==> config.mk <==
export PLATFORM = sky130hd
export DESIGN_NAME = led_blink_sched_flat
export DESIGN_NICKNAME = d
export VERILOG_FILES = /design/src/rtl/led_blink_sched_if.sv /design/src/rtl/led_blink_sched.sv /design/src/flat_wrapper.sv
export SDC_FILE = /design/constraint.sdc
export NUM_CORES = 1
export LEC_CHECK = 0
export ABC_AREA = 0
export CORE_ASPECT_RATIO = 0.8
export CORE_MARGIN = 10
export CORE_UTILIZATION = 39
export CTS_CLUSTER_SIZE = 40
export DETAILED_ROUTE_END_ITERATION = 8
export PLACE_DENSITY = 0.58
export SLEW_MARGIN = 15
export SYNTH_ARGS = -nofsm -noshare
export SYNTH_HDL_FRONTEND = slang
export SYNTH_SLANG_ARGS = --single-unit
==> constraint.sdc <==
create_clock -name clk -period 2.71 [get_ports clk]
set_clock_uncertainty 0.05 [all_clocks]
set_input_delay 0.271 -clock clk [delete_from_list [all_inputs] [get_ports clk]]
set_output_delay 0.271 -clock clk [all_outputs]
set_load 0.02 [all_outputs]
==> src/rtl/led_blink_sched_if.sv <==
// Request/grant/done bundle between two blink requesters and the shared-LED scheduler.
// The requester side (master) drives req/on/off/cnt; the scheduler side (slave) drives the rest.
interface led_blink_sched_if #(
    parameter int TW = 8,
    parameter int CW = 4
);
    logic          req0;
    logic [TW-1:0] on0;
    logic [TW-1:0] off0;
    logic [CW-1:0] cnt0;
    logic          gnt0;
    logic          done0;

    logic          req1;
    logic [TW-1:0] on1;
    logic [TW-1:0] off1;
    logic [CW-1:0] cnt1;
    logic          gnt1;
    logic          done1;

    logic          busy;
    logic          owner;
    logic          led;

    modport master (
        output req0, on0, off0, cnt0,
        output req1, on1, off1, cnt1,
        input  gnt0, done0, gnt1, done1,
        input  busy, owner, led
    );

    modport slave (
        input  req0, on0, off0, cnt0,
        input  req1, on1, off1, cnt1,
        output gnt0, done0, gnt1, done1,
        output busy, owner, led
    );
endinterface

==> src/rtl/led_blink_sched.sv <==
// Round-robin scheduler sharing one LED between two blink-burst requesters.
// The FSM runs one cycle ahead of the registered outputs, so led/busy/done line up with the visible grant.
module led_blink_sched #(
    parameter int TICK_DIV = 10_000,
    parameter int TW       = 8,
    parameter int CW       = 4
) (
    input  logic              clk,
    input  logic              rst_n,
    led_blink_sched_if.slave  bus
);

    localparam int TKW = (TICK_DIV > 2) ? $clog2(TICK_DIV) : 1;
    localparam logic [TKW-1:0] TICK_MAX  = TKW'(TICK_DIV - 1);
    localparam logic [TKW-1:0] TICK_ZERO = {TKW{1'b0}};
    localparam logic [TKW-1:0] TICK_ONE  = {{(TKW-1){1'b0}}, 1'b1};
    localparam logic [TW-1:0]  TIME_ZERO = {TW{1'b0}};
    localparam logic [TW-1:0]  TIME_ONE  = {{(TW-1){1'b0}}, 1'b1};
    localparam logic [CW-1:0]  CNT_ZERO  = {CW{1'b0}};
    localparam logic [CW-1:0]  CNT_ONE   = {{(CW-1){1'b0}}, 1'b1};

    typedef enum logic [1:0] {
        ST_IDLE = 2'd0,
        ST_ON   = 2'd1,
        ST_OFF  = 2'd2
    } state_t;

    // A zero field means "one unit", which keeps every countdown non-empty.
    function automatic logic [TW-1:0] clamp_time(input logic [TW-1:0] v);
        clamp_time = (v == TIME_ZERO) ? TIME_ONE : v;
    endfunction

    function automatic logic [CW-1:0] clamp_cnt(input logic [CW-1:0] v);
        clamp_cnt = (v == CNT_ZERO) ? CNT_ONE : v;
    endfunction

    state_t          state_r;
    state_t          state_nxt_s;
    logic [TKW-1:0]  tick_r;
    logic [TW-1:0]   timer_r;
    logic [CW-1:0]   blink_r;
    logic [TW-1:0]   on_r;
    logic [TW-1:0]   off_r;
    logic [CW-1:0]   cnt_r;
    logic            ptr_r;
    logic            owner_r;
    logic            gnt0_r;
    logic            gnt1_r;
    logic            done0_r;
    logic            done1_r;
    logic            busy_r;
    logic            led_r;

    logic            tick_wrap_s;
    logic            unit_end_s;
    logic            grant_s;
    logic            win_s;
    logic            load_off_s;
    logic            reload_on_s;
    logic            finish_s;
    logic [TW-1:0]   on_sel_s;
    logic [TW-1:0]   off_sel_s;
    logic [CW-1:0]   cnt_sel_s;

    assign tick_wrap_s = (tick_r == TICK_MAX);
    assign unit_end_s  = tick_wrap_s && (timer_r == TIME_ONE);

    // Next-state logic and arbitration; busy_r gates arbitration so IDLE is visible for a cycle after done.
    always_comb begin
        state_nxt_s = state_r;
        grant_s     = 1'b0;
        win_s       = 1'b0;
        load_off_s  = 1'b0;
        reload_on_s = 1'b0;
        finish_s    = 1'b0;
        case (state_r)
            ST_IDLE: begin
                if (!busy_r && (bus.req0 || bus.req1)) begin
                    grant_s     = 1'b1;
                    state_nxt_s = ST_ON;
                    if (bus.req0 && bus.req1) begin
                        win_s = ~ptr_r;
                    end else begin
                        win_s = bus.req1;
                    end
                end else begin
                    state_nxt_s = ST_IDLE;
                end
            end
            ST_ON: begin
                if (unit_end_s) begin
                    load_off_s  = 1'b1;
                    state_nxt_s = ST_OFF;
                end else begin
                    state_nxt_s = ST_ON;
                end
            end
            ST_OFF: begin
                if (unit_end_s) begin
                    if (blink_r < (cnt_r - CNT_ONE)) begin
                        reload_on_s = 1'b1;
                        state_nxt_s = ST_ON;
                    end else begin
                        finish_s    = 1'b1;
                        state_nxt_s = ST_IDLE;
                    end
                end else begin
                    state_nxt_s = ST_OFF;
                end
            end
            default: begin
                state_nxt_s = ST_IDLE;
            end
        endcase
    end

    // Field selection for the arbitration winner.
    always_comb begin
        on_sel_s  = bus.on0;
        off_sel_s = bus.off0;
        cnt_sel_s = bus.cnt0;
        if (win_s) begin
            on_sel_s  = bus.on1;
            off_sel_s = bus.off1;
            cnt_sel_s = bus.cnt1;
        end else begin
            on_sel_s  = bus.on0;
            off_sel_s = bus.off0;
            cnt_sel_s = bus.cnt0;
        end
    end

    // FSM state register.
    always_ff @(posedge clk or negedge rst_n) begin
        if (!rst_n) begin
            state_r <= ST_IDLE;
        end else begin
            state_r <= state_nxt_s;
        end
    end

    // Burst timing datapath: tick prescaler, per-phase unit timer, blink counter and latched fields.
    always_ff @(posedge clk or negedge rst_n) begin
        if (!rst_n) begin
            tick_r  <= TICK_ZERO;
            timer_r <= TIME_ZERO;
            blink_r <= CNT_ZERO;
            on_r    <= TIME_ZERO;
            off_r   <= TIME_ZERO;
            cnt_r   <= CNT_ZERO;
            ptr_r   <= 1'b1;
            owner_r <= 1'b0;
        end else if (grant_s) begin
            tick_r  <= TICK_ZERO;
            timer_r <= clamp_time(on_sel_s);
            blink_r <= CNT_ZERO;
            on_r    <= clamp_time(on_sel_s);
            off_r   <= clamp_time(off_sel_s);
            cnt_r   <= clamp_cnt(cnt_sel_s);
            ptr_r   <= win_s;
            owner_r <= win_s;
        end else if (state_r != ST_IDLE) begin
            tick_r <= tick_wrap_s ? TICK_ZERO : (tick_r + TICK_ONE);
            if (load_off_s) begin
                timer_r <= off_r;
            end else if (reload_on_s) begin
                timer_r <= on_r;
            end else if (tick_wrap_s) begin
                timer_r <= timer_r - TIME_ONE;
            end
            if (reload_on_s) begin
                blink_r <= blink_r + CNT_ONE;
            end else if (finish_s) begin
                blink_r <= CNT_ZERO;
            end
        end
    end

    // Registered outputs, one cycle behind the FSM.
    always_ff @(posedge clk or negedge rst_n) begin
        if (!rst_n) begin
            gnt0_r  <= 1'b0;
            gnt1_r  <= 1'b0;
            done0_r <= 1'b0;
            done1_r <= 1'b0;
            busy_r  <= 1'b0;
            led_r   <= 1'b0;
        end else begin
            gnt0_r  <= grant_s && !win_s;
            gnt1_r  <= grant_s && win_s;
            done0_r <= finish_s && !owner_r;
            done1_r <= finish_s && owner_r;
            busy_r  <= (state_r != ST_IDLE);
            led_r   <= (state_r == ST_ON);
        end
    end

    assign bus.gnt0  = gnt0_r;
    assign bus.gnt1  = gnt1_r;
    assign bus.done0 = done0_r;
    assign bus.done1 = done1_r;
    assign bus.busy  = busy_r;
    assign bus.owner = owner_r;
    assign bus.led   = led_r;

endmodule

==> src/flat_wrapper.sv <==
// flat-port wrapper written by rule: the top's interface ports become plain ports
module led_blink_sched_flat 
#(
    parameter int TICK_DIV = 10_000,
    parameter int TW       = 8,
    parameter int CW       = 4
)
  (clk, rst_n, bus_req0, bus_on0, bus_off0, bus_cnt0, bus_req1, bus_on1, bus_off1, bus_cnt1, bus_gnt0, bus_done0, bus_gnt1, bus_done1, bus_busy, bus_owner, bus_led);
  led_blink_sched_if #(.TW(TW), .CW(CW)) bus_i ();
  input  logic clk;
  input  logic rst_n;
  input wire logic [$bits(bus_i.req0)-1:0] bus_req0;
  input wire logic [$bits(bus_i.on0)-1:0] bus_on0;
  input wire logic [$bits(bus_i.off0)-1:0] bus_off0;
  input wire logic [$bits(bus_i.cnt0)-1:0] bus_cnt0;
  input wire logic [$bits(bus_i.req1)-1:0] bus_req1;
  input wire logic [$bits(bus_i.on1)-1:0] bus_on1;
  input wire logic [$bits(bus_i.off1)-1:0] bus_off1;
  input wire logic [$bits(bus_i.cnt1)-1:0] bus_cnt1;
  output wire logic [$bits(bus_i.gnt0)-1:0] bus_gnt0;
  output wire logic [$bits(bus_i.done0)-1:0] bus_done0;
  output wire logic [$bits(bus_i.gnt1)-1:0] bus_gnt1;
  output wire logic [$bits(bus_i.done1)-1:0] bus_done1;
  output wire logic [$bits(bus_i.busy)-1:0] bus_busy;
  output wire logic [$bits(bus_i.owner)-1:0] bus_owner;
  output wire logic [$bits(bus_i.led)-1:0] bus_led;
  assign bus_i.req0 = bus_req0;
  assign bus_i.on0 = bus_on0;
  assign bus_i.off0 = bus_off0;
  assign bus_i.cnt0 = bus_cnt0;
  assign bus_i.req1 = bus_req1;
  assign bus_i.on1 = bus_on1;
  assign bus_i.off1 = bus_off1;
  assign bus_i.cnt1 = bus_cnt1;
  assign bus_gnt0 = bus_i.gnt0;
  assign bus_done0 = bus_i.done0;
  assign bus_gnt1 = bus_i.gnt1;
  assign bus_done1 = bus_i.done1;
  assign bus_busy = bus_i.busy;
  assign bus_owner = bus_i.owner;
  assign bus_led = bus_i.led;
  led_blink_sched #(.TICK_DIV(TICK_DIV), .TW(TW), .CW(CW)) u_core (.clk(clk), .rst_n(rst_n), .bus(bus_i));
endmodule
# Yosys cells after proc, flatten, opt, wreduce, memory -nomap -nowiden
# Index checks and enable logic that the tools add are counted.
totals:
  regBits: 56
  input_bits: 44
  elab_cells: 82
classes:
  add_sub_neg: 4
  n_lt_le_gt_ge: 1
  eq_ne: 4
  n_mux: 36
  bitwise: 1
  reduce_logical: 21
op_table:
  columns: ["cell", "n"]
  rows:
  - ["$mux 8", 9]
  - ["$mux 14", 3]
  - ["$mux 4", 6]
  - ["$logic_not 8->1", 2]
  - ["$mux 1", 15]
  - ["$add 14x1->14 const B", 1]
  - ["$eq 14x14->1 const B", 1]
  - ["$eq 8x1->1 const B", 1]
  - ["$sub 8x1->8 const B", 1]
  - ["$logic_and 1x1->1", 7]
  - ["$pmux 2 s3", 1]
  - ["$add 4x1->4 const B", 1]
  - ["$logic_not 4->1", 1]
  - ["$lt 4x4->1", 1]
  - ["$mux 2", 2]
  - ["$reduce_and 2->1", 2]
  - ["$reduce_bool 2->1", 2]
  - ["$reduce_bool 4->1", 1]
  - ["$sub 4x1->4 const B", 1]
  - ["$logic_not 1->1", 3]
  - ["$reduce_bool 3->1", 1]
  - ["$eq 2x1->1 const B", 1]
  - ["$eq 2x2->1 const B", 1]
  - ["$logic_not 2->1", 1]
  - ["other kinds (2)", 2]

# Longest topological paths before layout
# Gate-level depths: netlist (run 1).
logic_depth:
  depth_word: 9
  depth_mapped: 10

# Worst setup path before layout (run 1)
# OpenSTA, ideal clock, no wires.
synth_path:
  path_kind: "register -> register"
  from: "register u_core.cnt_r[0]"
  to: "register u_core.timer_r[2]"
  setup_time_ns: 0.087
  t_arrival_ns: 2.281
  slack_ns: 0.292
  stages_incl_launch_ff: 11
  path_buffers: 1
  period_less_slack_ns: 2.418
  path_cell_list: "dfrtp_1 > inv_1 > ha_1 > xnor2_1 > ha_1 > o21ai_0 > a22oi_1 > nor4_4 > or3_1 > buf_2 > o211ai_1"
synth_via:
  elab_chain_len: 9
  elab_cells_between_ends: 11
  classes_between: "add/sub: 1; order compare: 1; mux: 7; reduce/logical: 2"
synth_lines:
  columns: ["item", "line", "rtl"]
  rows:
  - ["start: declaration", "led_blink_sched.sv:44", "logic [CW-1:0] cnt_r;"]
  - ["start signal: assignment", "led_blink_sched.sv:159", "cnt_r <= clamp_cnt(cnt_sel_s);"]
  - ["$sub 4x1->4 (*)", "led_blink_sched.sv:100", "if (blink_r < (cnt_r - CNT_ONE)) begin"]
  - ["$lt 4x4->1 (*)", "led_blink_sched.sv:100", null]
  - ["$mux 1 (*)", "led_blink_sched.sv:100", null]
  - ["$mux 1 (*)", "led_blink_sched.sv:99", "if (unit_end_s) begin"]
  - ["$mux 1 (*)", "led_blink_sched.sv:76", "case (state_r)"]
  - ["$mux 8", "led_blink_sched.sv:166", "end else if (reload_on_s) begin"]
  - ["$mux 8", "led_blink_sched.sv:164", "if (load_off_s) begin"]
  - ["$mux 8", "led_blink_sched.sv:162", "end else if (state_r != ST_IDLE) begin"]
  - ["$mux 8", "led_blink_sched.sv:153", "end else if (grant_s) begin"]
  - ["end signal: assignment", "led_blink_sched.sv:155", "timer_r <= clamp_time(on_sel_s);"]
  - ["end signal: assignment", "led_blink_sched.sv:165", "timer_r <= off_r;"]
  - ["end signal: assignment", "led_blink_sched.sv:167", "timer_r <= on_r;"]
  - ["end: declaration", "led_blink_sched.sv:40", "logic [TW-1:0] timer_r;"]
# Every way passes the cells marked *; elsewhere a longest branch is shown, timed or not. The select of a mux whose other input is x is not followed.
# A chain may end at the register's enable or synchronous reset.

# Final worst setup path (run 1)
layout_path:
  from: "register u_core.tick_r[5]"
  to: "register u_core.timer_r[4]"
layout_via:
  elab_chain_len: 8
  elab_cells_between_ends: 12
  classes_between: "eq/ne: 1; mux: 8; reduce/logical: 3"
layout_lines:
  columns: ["item", "line", "rtl"]
  rows:
  - ["start: declaration", "led_blink_sched.sv:39", "logic [TKW-1:0] tick_r;"]
  - ["start signal: assignment", "led_blink_sched.sv:163", "tick_r <= tick_wrap_s ? TICK_ZERO : (tick_r + TICK_ONE);"]
  - ["$eq 14x14->1 (*)", "led_blink_sched.sv:65", "assign tick_wrap_s = (tick_r == TICK_MAX);"]
  - ["$logic_and 1x1->1", "led_blink_sched.sv:66", "assign unit_end_s = tick_wrap_s && (timer_r == TIME_ONE);"]
  - ["$mux 1", "led_blink_sched.sv:99", null]
  - ["$mux 1", "led_blink_sched.sv:76", null]
  - ["$mux 8", "led_blink_sched.sv:166", null]
  - ["$mux 8", "led_blink_sched.sv:164", null]
  - ["$mux 8", "led_blink_sched.sv:162", null]
  - ["$mux 8", "led_blink_sched.sv:153", null]
# Marked as above.

==> out/results.txt, run 1 <==
Root buf cell: clkbuf_8
Lkg Pwr: 1.623 nW
Mapped Avg Cell Area: 8.878 um2
TritonCTS clock tree: yes
Internal: 1.661 mW
Final period util: 0.9311
Fin crit period: 2523 ps
Fin. Hold Viols: 0
Die area: 12,130 um2
CTS buffer count: 5
Area grow syn2layout: 23.67%
TritonRoute pass-1 iters: 4
Switching pwr: 913.3 uW
Syn Inst Count: 356
Port buffer count: 50
Die height: 100.5 um
Net Sw Frac: 0.3547
YS warnings: 0
Util after Layout: 0.4941
Longest Clk Path Bufs: 2
Mapped Nets: 408
Comb power frac: 0.318
Power share of the clock group: 0.182
Clk Latency, worst-skew pair: 320 ps
Total grt overflow: 0
Post-CTS setup buffer count: 0
Vias in the first global route: 2,852
GP Congestion: 0.8520
Vias: 2,902
Initial Util: 0.3996
Netlist Area Pre-Place: 3161 um2
Most common cell after layout, fill and taps aside: dfrtp_1
Final Slew Violations: 0
Reg clk slew, reported paths: 100 ps
Crit path capture type: register
Vias per cell: 5.570
Share of post-route cells with drive strength above 1: 0.07506
H-tree levels: 2
FF+latch count, synth: 56
DRC violations left: 0
Reg power frac: 0.501
Critical path class: reg -> reg
Total Routing Usage GR: 0.1481
Hpwl dp: 6.885 mm
# hold bufs at CTS: 0
Rows: 29
DP Cell Count: 513
Largest net degree at the start of global routing: 57
Critical path required time: 2870 ps
Crit-path max FO: 10
Outcome: completed
Final wirelength: 8.883 mm
Maximum VDD drop: 0.3352 mV
Clk sinks: 56
Top FF cell, synth: dfrtp_1
PD cells: 658.7 nW/um2
# resized after CTS: 0
Placeable Area: 7910 um2
Final nets: 464
Fin cells: 521
Fmax: 0.3963 GHz
Most frequent cells in the layout: 55 x dfrtp_1, 54 x nand2_1, 49 x clkdlybuf4s50_1
Slew @ Worst Pin: 728.3 ps
Antenna-violating nets left: 0
N_diodes: 0
Hold WC Path Type: in -> async
Antenna violations before repair: 0
Chip Width: 120.6 um
Finished Cell Area: 3909 um2
Max-cap violations: 0
Final setup viols: 0
Routed WL per cell: 17.05 um
Crit start category: register
Post-synth EDFFs: 0
Crit path arrival time: 2680 ps
Max-slew headroom: 0.5145
I/O Pins: 51
RSZ-0062 raised after global routing: no
Post-synth ARST share: 1.000
First-pass GRT wire length: 14.72 mm
Sequential fraction of the synthesis area: 0.4438
Cell Area, Placed: 3816 um2
Final setup TNS: 0 ps
Iter 0 DRT Violations: 209
Netlist cell types: 51
synthesized netlist by cell type, types with 3 or more instances:
cell type / count / area [um2]
a21o_1: 8 / 60.06
a21oi_1: 16 / 80.08
a221oi_1: 6 / 52.55
a31oi_1: 13 / 81.33
and2_1: 3 / 18.77
and3_1: 4 / 25.02
buf_6: 3 / 33.78
clkbuf_1: 11 / 41.29
dfrtp_1: 55 / 1376
ha_1: 8 / 100.1
inv_1: 9 / 33.78
nand2_1: 54 / 202.7
nand3_1: 17 / 85.08
nand3b_1: 3 / 22.52
nand4_1: 5 / 31.28
nor2_1: 35 / 131.4
nor3_1: 16 / 80.08
nor4_1: 13 / 81.33
nor4_4: 3 / 63.81
o211ai_1: 6 / 45.04
o21ai_0: 12 / 60.06
o21ai_1: 6 / 30.03
o31ai_1: 3 / 22.52
or3_1: 3 / 18.77
xnor2_1: 8 / 70.07
xor2_1: 6 / 52.55
state kept, by name (all words and copies together), names as in the netlist:
name and cells:
u_core.cnt_r 4, u_core.timer_r 8, u_core.bus.led 1, u_core.state_r 2, u_core.ptr_r 1, u_core.bus.done0 1, u_core.bus.done1 1, u_core.bus.gnt1 1
u_core.bus.busy 1, u_core.blink_r 4, u_core.off_r 8, u_core.tick_r 14, u_core.bus.owner 1, u_core.bus.gnt0 1, u_core.on_r 8
power groups by stage:
stage | sequential [mW] | combinational (mW) | clock, mW
after floorplan | 1.24 | 0.560 | 0
after global placement | 1.30 | 0.786 | 0
after detailed placement | 1.30 | 0.822 | 0
after CTS | 1.29 | 0.825 | 0.481
after global routing | 1.32 | 0.932 | 0.526
final | 1.29 | 0.818 | 0.467
layer usage:
layer	GRT usage	wire [um]	vias to the layer above
met1	0.2169	4443	1397
met5	0	0	-
met3	0.02912	494	7
met2	0.2167	3856	88
li1	-	-	1410
met4	0.03704	89	0
cell type report:
cell class	count	area (um2)
multi-input combinational	275	1640
sequential	56	1403
tap	108	135.1
clock inverter	3	23.77
fill	774	4001
inverter	10	37.54
clock buffer	5	68.82
timing repair buffer	64	600.6
final timing paths:
check                                  from                 to  slack (ps)  depth (start not counted)
max in group asynchronous             rst_n   u_core.tick_r[9]        2100                          2
min                                   rst_n   u_core.tick_r[2]          20                          2
min reg2reg                    u_core.ptr_r       u_core.ptr_r         430                          2
max reg2reg                u_core.tick_r[5]  u_core.timer_r[4]         190                          6
max                        u_core.tick_r[5]  u_core.timer_r[4]         190                          6
min in group clk               u_core.ptr_r       u_core.ptr_r         430                          2
logic make-up after synthesis:
family / after synthesis / share of synthesized area
AO/OA/AOI/OAI: 83 / 0.1722
XOR/XNOR: 14 / 0.03880
adder cells (fa/ha/maj): 8 / 0.03167
buffers and inverters: 25 / 0.03721
flip-flops: 56 / 0.4438
multiplexers: 1 / 0.003167
AND/OR/NAND/NOR: 169 / 0.2732
worst max-delay path, stage by stage (launching register included):
cell and delay, ps:
dfrtp_1 460, or4_4 580, or3_1 510, nor4_4 330
buf_4 230, nand2_2 60, a31o_1 200
metrics by stage:
step           power [mW]  setup WS [ps]  hold WS, ps
6_report            2.575          186.7        20.31
4_1_cts             2.592          188.2        66.65
3_5_place_dp        2.123          218.5        411.2
5_1_grt             2.783          24.61        86.80
3_3_place_gp        2.084          259.6        408.6
2_1_floorplan       1.804          292.4       -74.59
Note: power is estimated with default switching activity, not from simulation.
==> inputs of run 2 (changes only) <==
==> constraint.sdc (replaced) <==
create_clock -name clk -period 3.1 [get_ports clk]
set_clock_uncertainty 0.05 [all_clocks]
set_input_delay 0.31 -clock clk [delete_from_list [all_inputs] [get_ports clk]]
set_output_delay 0.31 -clock clk [all_outputs]
set_load 0.02 [all_outputs]
==> run 2 against run 1 <==
Combinational power decreased by 16%. Largest cell class unchanged. Via count is 2.6% lower. Hold slack better by 100 ps. Critical endpoint unchanged. Largest power group unchanged. Worst setup slack improved by 390 ps. Highest routed layer unchanged. First-iteration DRC count down 28%.
==> out/results.txt, run 2 (synthesis gave the netlist of run 1 again) <==
Outcome: completed
Global Route met1 Usage: 0.2109 (-0.005919)
Iter 0 DRT Violations: 151 (-28%)
Routing usage on met3: 0.02856 (-0.0005599)
Fin cells: 519 (-0.38%)
Final period util: 0.8136 (-0.1176)
Comb power frac: 0.294 (-0.024)
Root buf cell: clkbuf_8
Internal: 1.568 mW (-5.6%)
Met2 usage in global routing: 0.2079 (-0.008820)
Crit path arrival time: 2680 ps (about the same)
Die height: 100.5 um (unchanged)
Busiest layer in global routing: met1
Net Sw Frac: 0.3305 (-0.02421)
Worst path slowest cell: or3_1
Switching pwr: 773.9 uW (-15%)
Critical path class: reg -> reg
Max-cap violations: 0 (unchanged)
GP Congestion: 0.8658 (+1.6%)
Port buffer count: 50 (unchanged)
DP Cell Count: 511 (-0.39%)
CTS buffer count: 5 (unchanged)
Crit-path max FO: 10 (unchanged)
TritonCTS clock tree: yes
Slew @ Worst Pin: 1013 ps (+285.1 ps)
Longest Clk Path Bufs: 2 (unchanged)
N_diodes: 0 (unchanged)
Hpwl dp: 6.750 mm (-2.0%)
Routed WL per cell: 16.56 um (-2.9%)
Rows: 29 (unchanged)
Clk Latency, worst-skew pair: 310 ps (about the same)
Vias per cell: 5.447 (-2.2%)
Antenna violations before repair: 0 (unchanged)
Critical path required time: 3260 ps (+390 ps)
Largest net degree at the start of global routing: 46 (-19%)
Fin crit period: 2522 ps (-1.318 ps)
# resized after CTS: 0 (unchanged)
H-tree levels: 2 (unchanged)
Cells along the critical path: ha_1, nand3_1, or3_1, nor4_4, a21oi_1, a31o_1
Reg power frac: 0.483 (-0.018)
Vias: 2,827 (-2.6%)
Crit path capture type: register
# hold bufs at CTS: 0 (unchanged)
Final nets: 462 (-0.43%)
Total Routing Usage GR: 0.1426 (-0.005484)
Share of post-route cells with drive strength above 1: 0.07056 (-0.004501)
Largest stage delay on the critical path: 620 ps (+40 ps)
Final setup viols: 0 (unchanged)
RSZ-0062 raised after global routing: no
Util after Layout: 0.4965 (+0.002373)
Initial Util: 0.3996 (unchanged)
Die area: 12,130 um2 (unchanged)
Antenna-violating nets left: 0 (unchanged)
Largest Register: u_core.tick_r
Post-CTS setup buffer count: 0 (unchanged)
Vias in the first global route: 2,735 (-4.1%)
Max FFs per register: 14 (unchanged)
CP Buf/Inv Count: 0 (-1)
Area grow syn2layout: 24.27%
Most frequent cells in the layout: 55 x dfrtp_1, 54 x nand2_1, 49 x clkdlybuf4s50_1
Fmax: 0.3965 GHz (about the same)
Crit start category: register
Fin. Hold Viols: 0 (unchanged)
Placeable Area: 7910 um2 (unchanged)
Reg clk slew, reported paths: 100 ps (about the same)
First-pass GRT wire length: 14.20 mm (-3.5%)
Total grt overflow: 0 (unchanged)
I/O Pins: 51 (unchanged)
Lkg Pwr: 1.635 nW (+0.74%)
TritonRoute pass-1 iters: 5 (+1)
Maximum VDD drop: 0.2140 mV (-36%)
Delay-heaviest family, CP: simple AND/OR/NAND/NOR gates
DRC violations left: 0 (unchanged)
PD cells: 596.2 nW/um2 (-9.5%)
Clk sinks: 56 (unchanged)
Chip Width: 120.6 um (unchanged)
Max-slew headroom: 0.3244 (-0.1901)
Hold WC Path Type: in -> async
Power share of the clock group: 0.223 (+0.041)
Final Slew Violations: 0 (unchanged)
Most common cell after layout, fill and taps aside: dfrtp_1
Final setup TNS: 0 ps (unchanged)
Final wirelength: 8.593 mm (-3.3%)
-- run 2: stage by stage --
| step | power [mW] | worst slack, ps | hold WS [ps] | instance area, um2 |
|---|---|---|---|---|
| final | 2.342 | 578.0 | 119.9 | 3928 |
| after global routing | 2.517 | 375.7 | 190.0 | 3928 |
| after CTS | 2.362 | 576.1 | 159.8 | 3928 |
| after detailed placement | 1.837 | 588.7 | 416.1 | 3801 |
| after global placement | 1.815 | 630.5 | 410.7 | 3801 |
| after floorplan | 1.577 | 682.4 | -35.59 | 3161 |
-- run 2: cell type report --
cell class | instances | area (um2)
repair buffers | 62 | 585.6
fillers | 809 | 3983
flip-flops and latches | 56 | 1403
well taps | 108 | 135.1
inverters | 10 | 37.54
clock buffers | 7 | 96.34
clock inverters | 1 | 30.03
multi-input cells | 275 | 1640
-- run 2: power by group through the flow --
stage          sequential [mW]  clock (mW)  combinational, mW
2_1_floorplan             1.09           0              0.490
3_3_place_gp              1.14           0              0.677
3_5_place_dp              1.14           0              0.692
4_1_cts                   1.13       0.533              0.698
5_1_grt                   1.16       0.564              0.788
6_report                  1.13       0.522              0.687
-- run 2: metal layers --
layer	vias up	routed length, um
li1	1405	-
met2	57	3729
met3	5	447
met1	1360	4350
met5	-	0
met4	0	65
-- run 2: worst reg2reg max path, delay by kind of cell (launching register included) --
kind / cells / cell delay [ps]
flip-flops: 1 / 410
AO/OA/AOI/OAI: 2 / 360
AND/OR/NAND/NOR: 3 / 1410
adder cells (fa/ha/maj): 1 / 200
-- run 2: final timing paths --
check / startpoint / slack (ps) / cells after the start / to
max in group asynchronous: rst_n / 2200 / 2 / u_core.blink_r[2]
min reg2reg: u_core.ptr_r / 430 / 2 / u_core.ptr_r
min in group clk: u_core.ptr_r / 430 / 2 / u_core.ptr_r
max reg2reg: u_core.tick_r[0] / 580 / 6 / u_core.timer_r[4]
max: u_core.tick_r[0] / 580 / 6 / u_core.timer_r[4]
min: rst_n / 120 / 1 / u_core.tick_r[1]
